**src/rtl/spi_master_pkg.sv**
```systemverilog
// Purpose: shared constants and types for the SPI master datapath (shifter, TX/RX FIFOs).
// Latency: n/a (declarations only).
// Backpressure: n/a.
package spi_master_pkg;

    localparam int SPI_DATA_WIDTH      = 32;
    localparam int SPI_FIFO_LOG_DEPTH  = 3;

    typedef logic [SPI_DATA_WIDTH-1:0] spi_word_t;

endpackage

```
**src/rtl/spi_fifo_mem.sv**
```systemverilog
// Purpose: depth x width register array, one synchronous write port, one async read port.
// Latency: write visible on rd_data the cycle after the write edge; read is combinational.
// Backpressure: none; the owning FIFO decides when writes are allowed.
module spi_fifo_mem
    import spi_master_pkg::*;
#(
    parameter int WIDTH  = SPI_DATA_WIDTH,
    parameter int ADDR_W = SPI_FIFO_LOG_DEPTH
) (
    input  logic              clk,
    input  logic              wr_en,
    input  logic [ADDR_W-1:0] wr_addr,
    input  logic [WIDTH-1:0]  wr_data,
    input  logic [ADDR_W-1:0] rd_addr,
    output logic [WIDTH-1:0]  rd_data
);

    logic [WIDTH-1:0] mem [2**ADDR_W];

    // Storage is intentionally never reset; only the pointers define validity.
    always_ff @(posedge clk) begin
        if (wr_en) begin
            mem[wr_addr] <= wr_data;
        end
    end

    assign rd_data = mem[rd_addr];

endmodule

```
**src/rtl/spi_master_rx_fifo.sv**
```systemverilog
// Purpose: RX word buffer between SPI receive shifter and read side, first-word fall-through.
// Latency: word pushed at edge N appears on data_o/valid_o after edge N (1 cycle).
// Backpressure: ready_o drops when full (from registered count only); full refuses pushes even with a same-cycle pop.
module spi_master_rx_fifo
    import spi_master_pkg::*;
#(
    parameter int DATA_WIDTH       = SPI_DATA_WIDTH,
    parameter int LOG_BUFFER_DEPTH = SPI_FIFO_LOG_DEPTH,
    parameter int ALMOST_FULL_LVL  = 6
) (
    input  logic                      clk,
    input  logic                      rst,
    input  logic                      clr_i,
    input  logic [DATA_WIDTH-1:0]     data_i,
    input  logic                      valid_i,
    output logic                      ready_o,
    output logic [DATA_WIDTH-1:0]     data_o,
    output logic                      valid_o,
    input  logic                      ready_i,
    output logic [LOG_BUFFER_DEPTH:0] elements_o,
    output logic                      almost_full_o
);

    localparam logic [LOG_BUFFER_DEPTH:0] DEPTH_CNT =
        (LOG_BUFFER_DEPTH+1)'(2**LOG_BUFFER_DEPTH);
    localparam logic [LOG_BUFFER_DEPTH:0] AF_LVL =
        (LOG_BUFFER_DEPTH+1)'(ALMOST_FULL_LVL);

    logic [LOG_BUFFER_DEPTH-1:0] wr_ptr;
    logic [LOG_BUFFER_DEPTH-1:0] rd_ptr;
    logic [LOG_BUFFER_DEPTH:0]   count;
    logic [LOG_BUFFER_DEPTH:0]   count_next;
    logic                        almost_full_q;
    logic                        push;
    logic                        pop;
    logic                        wr_en;

    // Handshakes only depend on registered count, so no valid->ready or ready->ready paths exist.
    assign ready_o = (count != DEPTH_CNT);
    assign valid_o = (count != '0);
    assign push    = valid_i && ready_o;
    assign pop     = valid_o && ready_i;
    // A flushed or reset cycle must not leave a stray write behind.
    assign wr_en   = push && !clr_i && !rst;

    // Next fill level; the almost-full flag is registered from this so it tracks count with no lag.
    always_comb begin
        count_next = count;
        if (clr_i) begin
            count_next = '0;
        end else if (push && !pop) begin
            count_next = count + 1'b1;
        end else if (pop && !push) begin
            count_next = count - 1'b1;
        end
    end

    // Pointer, count and status registers; rst beats clr_i, clr_i beats push/pop.
    always_ff @(posedge clk) begin
        if (rst) begin
            wr_ptr        <= '0;
            rd_ptr        <= '0;
            count         <= '0;
            almost_full_q <= 1'b0;
        end else begin
            if (clr_i) begin
                wr_ptr <= '0;
                rd_ptr <= '0;
            end else begin
                if (push) wr_ptr <= wr_ptr + 1'b1;
                if (pop)  rd_ptr <= rd_ptr + 1'b1;
            end
            count         <= count_next;
            almost_full_q <= (count_next >= AF_LVL);
        end
    end

    spi_fifo_mem #(
        .WIDTH  (DATA_WIDTH),
        .ADDR_W (LOG_BUFFER_DEPTH)
    ) u_mem (
        .clk     (clk),
        .wr_en   (wr_en),
        .wr_addr (wr_ptr),
        .wr_data (data_i),
        .rd_addr (rd_ptr),
        .rd_data (data_o)
    );

    assign elements_o    = count;
    assign almost_full_o = almost_full_q;

endmodule

```
**config.mk**
```make
export PLATFORM = sky130hd
export DESIGN_NAME = spi_master_rx_fifo
export DESIGN_NICKNAME = d
export VERILOG_FILES = /design/src/rtl/spi_master_pkg.sv /design/src/rtl/spi_fifo_mem.sv /design/src/rtl/spi_master_rx_fifo.sv
export SDC_FILE = /design/constraint.sdc
export NUM_CORES = 1
export LEC_CHECK = 0
export ABC_AREA = 1
export CAP_MARGIN = 20
export CELL_PAD_IN_SITES_DETAIL_PLACEMENT = 0
export CELL_PAD_IN_SITES_GLOBAL_PLACEMENT = 2
export CORE_MARGIN = 5
export CORE_UTILIZATION = 23
export CTS_CLUSTER_DIAMETER = 50
export DETAILED_ROUTE_END_ITERATION = 12
export PLACE_DENSITY_LB_ADDON = 0.1
export SYNTH_ARGS = -nofsm -noshare
export SYNTH_HDL_FRONTEND = slang
export SYNTH_SLANG_ARGS = --single-unit
```
**constraint.sdc**
```tcl
create_clock -name clk -period 13.1 [get_ports clk]
set_input_delay 1.31 -clock clk [delete_from_list [all_inputs] [get_ports clk]]
set_output_delay 1.31 -clock clk [all_outputs]
set_load 0.005 [all_outputs]
```
Word level (Yosys, flattened, before mapping):

Memory sizes are Yosys's and may differ from the RTL's. A register that Yosys moved wholly into a read port is not among the register bits.
Cells that the tools add are included.

* memory bits (writable): 256
* memories kept: 1
* bits of input ports: 37
* output and inout bits: 39
* logic and storage cells: 30
* register bits: 11

Memories
* u_mem.mem: depth 8, width 32, read ports 1, clocked after memory_dff 1, write ports 1, line spi_fifo_mem.sv:18 `logic [WIDTH-1:0] mem [2**ADDR_W];`

* add/subtract/negate cells: 4
* equality and inequality tests: 1
* $lt $le $gt $ge: 1
* mux-type cells: 7
* reductions and logical operators: 12

Operators with widths (number)
* $mux 4: 3
* $add 3x1->3 const B: 2
* $logic_and 1x1->1: 6
* $mux 3: 2
* $add 4x1->4 const B: 1
* $ge 4x3->1 const B: 1
* $logic_not 1->1: 4
* $ne 4x4->1 const B: 1
* $reduce_bool 4->1: 1
* $sub 4x1->4 const B: 1
* $mux 1: 2
* $reduce_or 2->1: 1

Logic depth before layout (Yosys ltp):

Gate-level depths: netlist (run 1).

* depth in word-level cells: 8
* mapped depth: 11
* gate-level depth less buffers: 11

Cells and area by module:

A second synthesis (run 1) with hierarchy kept.

* cells, all modules: 1211
* area total of the unflattened synthesis: 11881.4 µm²

Modules (own cells, without submodules)
* spi_fifo_mem: cells an instance 1124, instances 1, sequential area each 7687.4 µm², area each 11232.0 µm²
* spi_master_rx_fifo: cells an instance 87, instances 1, sequential area each 220.2 µm², area each 649.4 µm²

Worst setup path after synthesis (run 1):

Ideal clock, no wire load.

* path kind: input-to-reg
* start point: in rst
* end point: mem u_mem.mem[3][0] (netlist bit), enable pin
* setup time: 0.502 ns
* path buffers: 0
* slack: 7.740 ns
* stages: 3
* arrival time: 4.858 ns
* required time: 12.598 ns
* path through: nor2_1 -> inv_2 -> nor4_1

* word-level cells in the longest chain between the ends: 4

Ends and longest elaborated chain
* from (decl): line spi_master_rx_fifo.sv:12 `input logic rst,`
* $logic_not 1->1: line spi_master_rx_fifo.sv:44 `assign wr_en = push && !clr_i && !rst;`
* $logic_and 1x1->1: line spi_master_rx_fifo.sv:44
* $mux 1: line spi_fifo_mem.sv:22 `if (wr_en) begin`
* $mux 1 (not written as such): line spi_fifo_mem.sv:23 `mem[wr_addr] <= wr_data;`
* to (decl): line spi_fifo_mem.sv:18

No other way between the ends.

==> results.tsv, run 1 <==
stage	metric	value	unit
critical_path	Max FO, Critical Path	33	
cells_and_area	Finished Cell Area	13300	sq um
timing	max_slew headroom	31.8	%
drt	drt total wl	29000	um
place	Detail Placement HPWL	15000	um
floorplanning	initial core utilization	23.1	%
clocking	TritonCTS Sinks	270	
run_status	status	completed	
grt	gr ovfl total	0	
clocking	latest clock arrival within the worst-skew pair	0.54	ns
floorplanning	boundary pin count	76	
grt	Overall Global Routing Usage	11.5	%
flow_run	max cap viols	0	
floorplanning	total die area	50800	sq um
cells_and_area	Layout fillers	4771	
critical_path	CP Launch Type	register	
timing	RSZ-0062 raised after global routing	no	
critical_path	CP arrival	3.37	ns
timing	Tmin final	4.68	ns
clocking	Max Buffers Root-to-Sink	3	
clocking	clock-pin slew on the worst setup and hold paths	0.05	ns
yosys	Yosys warnings	0	
drt	drt drc	0	
drt	first drt pass iteration count	4	
grt	initial antenna violation count	1	
timing	Tcrit/Tclk final	35.7	%
critical_path	Worst setup EP type	primary output	
power_and_ir_drop	Leak	4.39	nW
clocking	CTS Hold Bufs	0	
floorplanning	chip width	225	um
clocking	Num CTS Buffers	38	
critical_path	R2R Setup Slk	10.31	ns
yosys	Seq/Total Area, Yosys	74.6	%
drt	vias per inst	4.31	
grt	largest net degree at the start of global routing	91	
yosys	Mapped Avg Cell Area	12.9	sq um
yosys	Synthesized Nets	867	
worst_hold_path	worst hold path type	reg -> reg	
cells_and_area	leading cell type in the layout, fill and taps excluded	edfxtp_1	
timing	Final Hold Viols	0	
yosys	post-synth top area cell	edfxtp_1	
timing	Worst-Margin Slew	1.02	ns
yosys	Synth Instances	826	
yosys	synthesized area	10700	sq um
grt	vias in the first global route	7019	
timing	Setup TNS	0	ns
grt	first-pass GRT wire length	44000	um
power_and_ir_drop	worst vdd ir	0.0683	mV
cells_and_area	Layout Nets	947	
cells_and_area	diode count	0	
cells_and_area	most frequent cells in the layout	edfxtp_1, nor2_1, nand2_1	
power_and_ir_drop	Tot Pwr	2.05	mW
drt	drt wl/cell	18.9	um
clocking	root buf cell	clkbuf_16	
cells_and_area	Final Util	28.7	%
timing	max-slew violation count	0	
floorplanning	Core ar.	46300	sq um
clocking	post_cts resized	0	
critical_path	Crit Path Class	reg -> out	
clocking	TritonCTS clock tree	done	
cells_and_area	Layout area overhead	24.6	%
cells_and_area	layout cells sized above 1	10.3	%
floorplanning	Die H	225	um
drt	Final ANT Viol Nets	0	
yosys	Yosys top cell area share	72.0	%
drt	via count	6616	
clocking	Post CTS Setup Buffer Count	0	
timing	maximum operating frequency	214	MHz
clocking	CTS H-tree depth	2	
drt	Initial DRC Count	309	
critical_path	CP required	11.79	ns
timing	Final Setup Violations	0	
place	Placed Area	12100	sq um
timing	skew final	0.0206	ns
power_and_ir_drop	P per Cell Area	154	nW/um^2
place	port buffer count	75	
yosys	Netlist cell types	31	
floorplanning	num rows	79	
yosys	synth top area cells	edfxtp_1, nor2_1, o32ai_1	
yosys	synthesized flop and latch total	270	
place	GPL Wtd Cong	0.658	
[critical path, stage by stage (launching register included)]
cell	delay [ns]
dfxtp_2	1.00
clkinv_1	0.62
buf_4	0.45
nand2_1	0.14
nand2_1	0.14
clkdlybuf4s50_1	0.48
[Yosys cell counts (all sizes together)]
cell / n
edfxtp: 256
nor2: 205
nand2: 117
o21ai: 68
o32ai: 64
buf: 28
clkbuf: 21
inv: 15
dfxtp: 14
a21oi: 11
nand3: 10
ha: 4
nor4: 4
o21a: 2
xor2: 2
and2b: 1
clkinv: 1
nand4: 1
nor3: 1
or2: 1
[metal layers]
metal  track usage (%)  vias up  routed length, um
li1                  -     3169                  -
met5                 0        -                 13
met3              2.83       46               1110
met4              3.10        2                589
met1              15.4     3301              13700
met2              18.6       98              13500
[final timing paths]
kind              depth (start not counted)              end          start
setup / recovery                          5        data_o[3]       register
hold / removal                            2         register      rd_ptr[2]
setup reg to reg                          8  u_mem.mem[5][1]  elements_o[0]
hold reg to reg                           2         register      rd_ptr[2]
[power by group]
part / leakage [nW] / switching [mW] / internal, mW
clock: 0.578 / 0.372 / 0.601
combinational: 1.39 / 0.0658 / 0.0501
sequential: 2.42 / 0.00728 / 0.952
total: 4.39 / 0.445 / 1.60
[state kept, by name, summed over array words and instances (netlist names), named ones only]
signal / flops
rd_ptr: 3
u_mem.mem: 256
elements_o: 4
wr_ptr: 3
almost_full_o: 1
[cell families (layout without fill, tap and decap cells)]
| group | count (synthesis) | count (layout) | synth area share, % |
|---|---|---|---|
| and+or+nand+nor | 340 | 340 | 12.6 |
| DFF | 270 | 270 | 74.6 |
| AOI/OAI and AO/OA | 145 | 145 | 9.24 |
| buffers and inverters | 65 | 168 | 2.87 |
| adders and majority gates | 4 | 4 | 0.469 |
| xor gates and xnor gates | 2 | 2 | 0.164 |
[metrics by stage]
step | instances | worst slack (ns) | hold slack [ns]
floorplan | 826 | 7.74 | 0.444
global placement | 1473 | 8.75 | 0.462
detailed placement | 1473 | 8.76 | 0.452
CTS | 1536 | 8.18 | 0.460
global route | 1536 | 8.08 | 0.518
finish | 1536 | 8.42 | 0.460
[area by class of cell]
| type | count | area, sq um | area share [%] |
|---|---|---|---|
| clock buffer | 43 | 991 | 7.45 |
| clock inverter | 20 | 194 | 1.46 |
| timing repair buffer | 89 | 856 | 6.44 |
| multi-input combinational | 491 | 2450 | 18.5 |
| sequential | 270 | 7980 | 60.0 |
| inverter | 16 | 65.1 | 0.489 |
| tap | 607 | 759 | 5.71 |
No activity file was read; power rests on OpenSTA's default activity.
==> inputs of run 2 (changes only) <==
Clock period 13.1 ns to 4.6 ns, I/O delays scaled along.
==> run 2 against run 1 <==
Compared with the run above: worst hold slack gained 0.014 ns; global-route usage shrank 0.074 points; clock skew shrank 0.0093 ns; critical endpoint is now data_o[23].
==> results.tsv, run 2 (synthesis gave the netlist of run 1 again) <==
stage	metric	value	unit
place	GPL Wtd Cong	0.677	
drt	drt drc	0	
grt	gr ovfl total	0	
floorplanning	num rows	79	
power_and_ir_drop	Tot Pwr	5.74	mW
clocking	TritonCTS clock tree	done	
drt	drt wl/cell	18.9	um
worst_hold_path	worst hold path type	reg -> reg	
clocking	TritonCTS Sinks	270	
place	Detail Placement HPWL	15900	um
critical_path	Slowest cell on crit path	clkdlybuf4s50_1	
timing	Setup TNS	0	ns
run_status	status	completed	
critical_path	crit path cell chain	inv_4 > buf_12 > nor2_1 > o32ai_1 > nand2_1 > nand2_1 > clkdlybuf4s50_1	
drt	vias per inst	4.28	
clocking	Num CTS Buffers	37	
power_and_ir_drop	Leak	4.40	nW
place	port buffer count	75	
grt	first-pass GRT wire length	43800	um
power_and_ir_drop	Switching Fraction	21.6	%
floorplanning	chip width	225	um
critical_path	Max FO, Critical Path	58	
grt	initial antenna violation count	0	
floorplanning	Die H	225	um
timing	max-slew violation count	0	
floorplanning	Core ar.	46300	sq um
cells_and_area	layout cells sized above 1	9.94	%
cells_and_area	Finished Cell Area	13300	sq um
timing	Final Setup Violations	0	
cells_and_area	diode count	0	
drt	via count	6611	
grt	vias in the first global route	6891	
cells_and_area	area occupied by registers	7980	sq um
clocking	Max Buffers Root-to-Sink	3	
critical_path	CP delay by family, top	buffers and inverters	
critical_path	R2R depth	8	
power_and_ir_drop	Clock power frac	46.4	%
floorplanning	boundary pin count	76	
cells_and_area	Layout Nets	954	
critical_path	Bufs and invs on worst path	3	
critical_path	CP peak stage delay	0.52	ns
power_and_ir_drop	worst vdd ir	0.235	mV
worst_hold_path	Hold Path Depth	2	
clocking	root buf cell	clkbuf_16	
critical_path	CP dominant cell by count	nand2_1	
timing	Tmin final	3.27	ns
drt	Initial DRC Count	320	
critical_path	worst r2r src	elements_o[0]	
power_and_ir_drop	P per Cell Area	430	nW/um^2
clocking	post_cts resized	0	
critical_path	Crit Path Class	reg -> out	
worst_hold_path	WHS Endpoint	rd_ptr[2]	
timing	Tcrit/Tclk final	71.1	%
cells_and_area	Layout fillers	4799	
timing	Final Hold Viols	0	
cells_and_area	most frequent cells in the layout	edfxtp_1, nor2_1, nand2_1	
clocking	Post CTS Setup Buffer Count	0	
power_and_ir_drop	sw power	1.24	mW
cells_and_area	Multi-input gate area	2470	sq um
critical_path	CP required	4.14	ns
drt	drt total wl	29100	um
timing	max_slew headroom	46.6	%
cells_and_area	Layout area overhead	24.8	%
critical_path	CP Launch Type	register	
clocking	latest clock arrival within the worst-skew pair	0.53	ns
critical_path	Worst setup EP type	primary output	
grt	largest net degree at the start of global routing	129	
floorplanning	total die area	50800	sq um
floorplanning	initial core utilization	23.1	%
worst_hold_path	Hold Path Origin	rd_ptr[2]	
place	placed insts	1481	
place	Placed Area	12200	sq um
drt	Final ANT Viol Nets	0	
cells_and_area	leading cell type in the layout, fill and taps excluded	edfxtp_1	
timing	skew final	0.0113	ns
cells_and_area	Finished Layout Cells	1543	
clocking	CTS Hold Bufs	0	
cells_and_area	largest reg by FF count	u_mem.mem	
power_and_ir_drop	Comb pwr share	6.0	%
drt	first drt pass iteration count	6	
critical_path	CP arrival	2.81	ns
critical_path	R2R Setup Slk	1.91	ns
flow_run	max cap viols	0	
clocking	CTS H-tree depth	2	
clocking	clock-pin slew on the worst setup and hold paths	0.05	ns
cells_and_area	max FFs per register	256	
timing	Worst-Margin Slew	0.797	ns
grt	Overall Global Routing Usage	11.4	%
timing	maximum operating frequency	306	MHz
timing	RSZ-0062 raised after global routing	no	
critical_path	worst r2r dst	u_mem.mem[5][16]	
power_and_ir_drop	Internal	4.49	mW
power_and_ir_drop	Reg power frac	47.6	%
[run 2: cell count changes in the layout (fill, tap and decap cells not counted), sizes merged]
cell,previous run,this run
inv,17,15
clkinv,13,11
clkinvlp,3,2
buf,14,22
clkbuf,43,47
[run 2: routing by layer]
layer | GRT usage [%] | wire length [um] | vias up
li1 | - | - | 3177
met1 | 15.2 | 13600 | 3278
met2 | 18.6 | 13700 | 108
met3 | 2.80 | 1240 | 48
met4 | 3.16 | 605 | 0
met5 | 0 | 0 | -
[run 2: power by group through the flow]
stage	Sequential (mW)	Combinational, mW	Clock (mW)
after floorplan	2.77	0.171	0
after global placement	2.78	0.361	0
after detailed placement	2.78	0.357	0
after CTS	2.73	0.358	2.77
after global routing	2.73	0.385	2.87
final	2.73	0.344	2.66
[run 2: cell type report]
cell class / instances / area share [%]
multi-input combinational: 491 / 18.6
clock inverter: 15 / 1.13
clock buffer: 47 / 7.23
sequential: 270 / 59.9
inverter: 16 / 0.469
timing repair buffer: 97 / 7.06
tap: 607 / 5.70
[run 2: through the flow]
stage	hold WS [ns]	utilization, %	worst slack, ns
6_report	0.474	28.8	1.33
5_1_grt	0.497	28.8	1.10
4_1_cts	0.474	28.8	1.22
3_5_place_dp	0.465	26.4	1.74
3_3_place_gp	0.462	26.4	1.81
2_1_floorplan	0.444	-	-0.173
[run 2: worst max-delay path by stage]
| stage | cells after the start | slack (ns) | end |
|---|---|---|---|
| after CTS | 7 | 1.22 | data_o[23] |
| after floorplan | 7 | -0.17 | u_mem.mem[3][0] |
| after global routing | 7 | 1.10 | data_o[23] |
| after detailed placement | 6 | 1.74 | u_mem.mem[5][16] |
| after global placement | 6 | 1.81 | u_mem.mem[5][19] |
| final | 7 | 1.33 | data_o[23] |
[run 2: worst min-delay path: stages, from the launching register on]
cell and delay [ns]:
dfxtp_1 0.30, inv_1 0.06, a21oi_1 0.06
==> inputs of run 3 (changes only) <==
Clock period 4.6 ns to 2.7 ns, I/O delays scaled along.
==> run 3 against run 2 <==
Compared with the run above: highest routed layer unchanged; die area unchanged; count of clock-buffer cells in the layout increased by 1; cell count increased by 3.0%; critical path type unchanged; first-iteration DRC count increased by 6.6%; non-clock buffer count increased by 35; sequential power increased by 70%; via count increased by 4.1%.
==> results.tsv, run 3 (synthesis gave the netlist of run 1 again) <==
stage	metric	value	unit
cells_and_area	Layout area overhead	36.4	%
critical_path	Crit Path Class	reg -> out	
drt	Final ANT Viol Nets	0	
clocking	TritonCTS Sinks	270	
place	GPL Wtd Cong	0.669	
timing	max_slew headroom	72.1	%
grt	vias in the first global route	7026	
timing	Setup TNS	0	ns
cells_and_area	Final Util	31.5	%
floorplanning	num rows	79	
power_and_ir_drop	Leak	5.12	nW
critical_path	CP Launch Type	register	
cells_and_area	Finished Cell Area	14600	sq um
clocking	root buf cell	clkbuf_16	
clocking	TritonCTS clock tree	done	
critical_path	R2R Setup Slk	0.49	ns
drt	drt drc	0	
worst_hold_path	WHS Endpoint	elements_o[2]	
critical_path	Slowest cell on crit path	clkdlybuf4s50_1	
power_and_ir_drop	P per Cell Area	722	nW/um^2
worst_hold_path	worst hold path type	in -> reg	
clocking	CTS H-tree depth	2	
cells_and_area	Finished Layout Cells	1589	
power_and_ir_drop	worst vdd ir	0.249	mV
clocking	clock-pin slew on the worst setup and hold paths	0.05	ns
drt	vias per inst	4.33	
clocking	latest clock arrival within the worst-skew pair	0.55	ns
critical_path	CP dominant cell by count	nand2_1	
floorplanning	Die H	225	um
power_and_ir_drop	Clock power frac	48.9	%
drt	via count	6881	
cells_and_area	Layout Nets	994	
drt	first drt pass iteration count	4	
flow_run	max cap viols	0	
power_and_ir_drop	Switching Fraction	22.2	%
power_and_ir_drop	sw power	2.34	mW
timing	skew final	0.0262	ns
cells_and_area	largest reg by FF count	u_mem.mem	
floorplanning	Core ar.	46300	sq um
critical_path	Worst setup EP type	primary output	
cells_and_area	max FFs per register	256	
power_and_ir_drop	Internal	8.18	mW
grt	Overall Global Routing Usage	11.5	%
run_status	status	completed	
critical_path	CP arrival	2.32	ns
grt	first-pass GRT wire length	44300	um
timing	RSZ-0062 raised after global routing	yes	
place	Detail Placement HPWL	16100	um
drt	Initial DRC Count	341	
critical_path	R2R depth	8	
floorplanning	total die area	50800	sq um
timing	Final Setup Violations	0	
floorplanning	boundary pin count	76	
place	placed insts	1486	
grt	largest net degree at the start of global routing	46	
clocking	Num CTS Buffers	42	
timing	max-slew violation count	0	
cells_and_area	leading cell type in the layout, fill and taps excluded	edfxtp_1	
critical_path	CP peak stage delay	0.50	ns
cells_and_area	layout cells sized above 1	18.3	%
grt	gr ovfl total	0	
critical_path	CP required	2.43	ns
clocking	CTS Hold Bufs	0	
timing	Worst-Margin Slew	0.418	ns
clocking	Max Buffers Root-to-Sink	3	
timing	Tcrit/Tclk final	96.0	%
floorplanning	initial core utilization	23.1	%
drt	drt total wl	31900	um
place	port buffer count	75	
timing	Tmin final	2.59	ns
place	Placed Area	12500	sq um
worst_hold_path	Hold Path Depth	2	
critical_path	worst r2r src	elements_o[1]	
worst_hold_path	Hold Path Origin	rst	
drt	drt wl/cell	20.1	um
cells_and_area	diode count	0	
cells_and_area	most frequent cells in the layout	edfxtp_1, nor2_1, nand2_1	
timing	Final Hold Viols	0	
timing	maximum operating frequency	386	MHz
power_and_ir_drop	Reg power frac	44.1	%
power_and_ir_drop	Comb pwr share	7.0	%
critical_path	crit path cell chain	buf_12 > buf_4 > clkbuf_16 > nor2_1 > o32ai_1 > nand2_1 > nand2_1 > clkdlybuf4s50_1	
grt	initial antenna violation count	0	
critical_path	worst r2r dst	u_mem.mem[3][20]	
floorplanning	chip width	225	um
critical_path	Max FO, Critical Path	22	
[run 3: cell types whose count changed in the layout (fill, tap and decap cells not counted), moves of 5 or more]
cell             change
clkinv_2             +5
buf_6                +5
clkdlybuf4s50_1     -19
o32ai_2             +24
clkbuf_16           +14
buf_16               +5
clkbuf_1             -6
dlymetal6s2s_1      +19
o32ai_1             -24
buf_12              +15
[run 3: routing by layer]
metal  part of all wire [%]  track usage, %
met4                    2.3            3.53
met2                     47            18.9
met1                     48            15.2
met3                    3.3            2.74
met5                      0               0
[run 3: through the flow]
step           power [mW]  setup slack (ns)  hold WS (ns)
2_1_floorplan        5.01            -0.644         0.369
3_3_place_gp         5.36             0.342         0.460
3_5_place_dp         5.36             0.376         0.464
4_1_cts              10.6           -0.0175         0.339
5_1_grt              11.0           -0.0244         0.354
6_report             10.5             0.109         0.375
[run 3: worst max-delay path by stage]
stage                       start              end  slack, ns  cells past startpoint
floorplan           elements_o[1]  u_mem.mem[2][0]      -0.64                      7
global placement         register        data_o[5]       0.34                      6
detailed placement       register        data_o[5]       0.38                      6
CTS                      register       data_o[29]      -0.02                      7
global route             register       data_o[29]      -0.02                      7
finish                   register       data_o[25]       0.11                      8
[run 3: power groups by stage]
stage | registers (mW) | logic (mW) | clock network, mW
6_report | 4.64 | 0.734 | 5.14
5_1_grt | 4.64 | 0.812 | 5.52
4_1_cts | 4.64 | 0.646 | 5.33
2_1_floorplan | 4.72 | 0.296 | 0
3_5_place_dp | 4.73 | 0.624 | 0
3_3_place_gp | 4.73 | 0.632 | 0
[run 3: what timing repair did]
| action | 4_1_cts | 5_1_grt |
|---|---|---|
| setup buffers | 6 | 13 |
| endpoints found under the setup margin | 32 | 32 |
| cloned | 0 | 11 |
| resized for setup | 9 | 63 |
| pin swaps | 0 | 7 |
[run 3: critical path: cells and delay by family, from the launching register on]
kind	cells	cell delay, ns
flops	1	0.37
compound gates	1	0.26
buf+inv	4	0.95
simple gates	3	0.20
[run 3: final cells by class]
type,count,area [sq um]
repair buffers,132,1720
multi-input cells,491,2690
inverters,16,86.3
flip-flops and latches,270,7980
clock inverters,25,224
clock buffers,48,1100
well taps,607,759
fillers,4642,31700
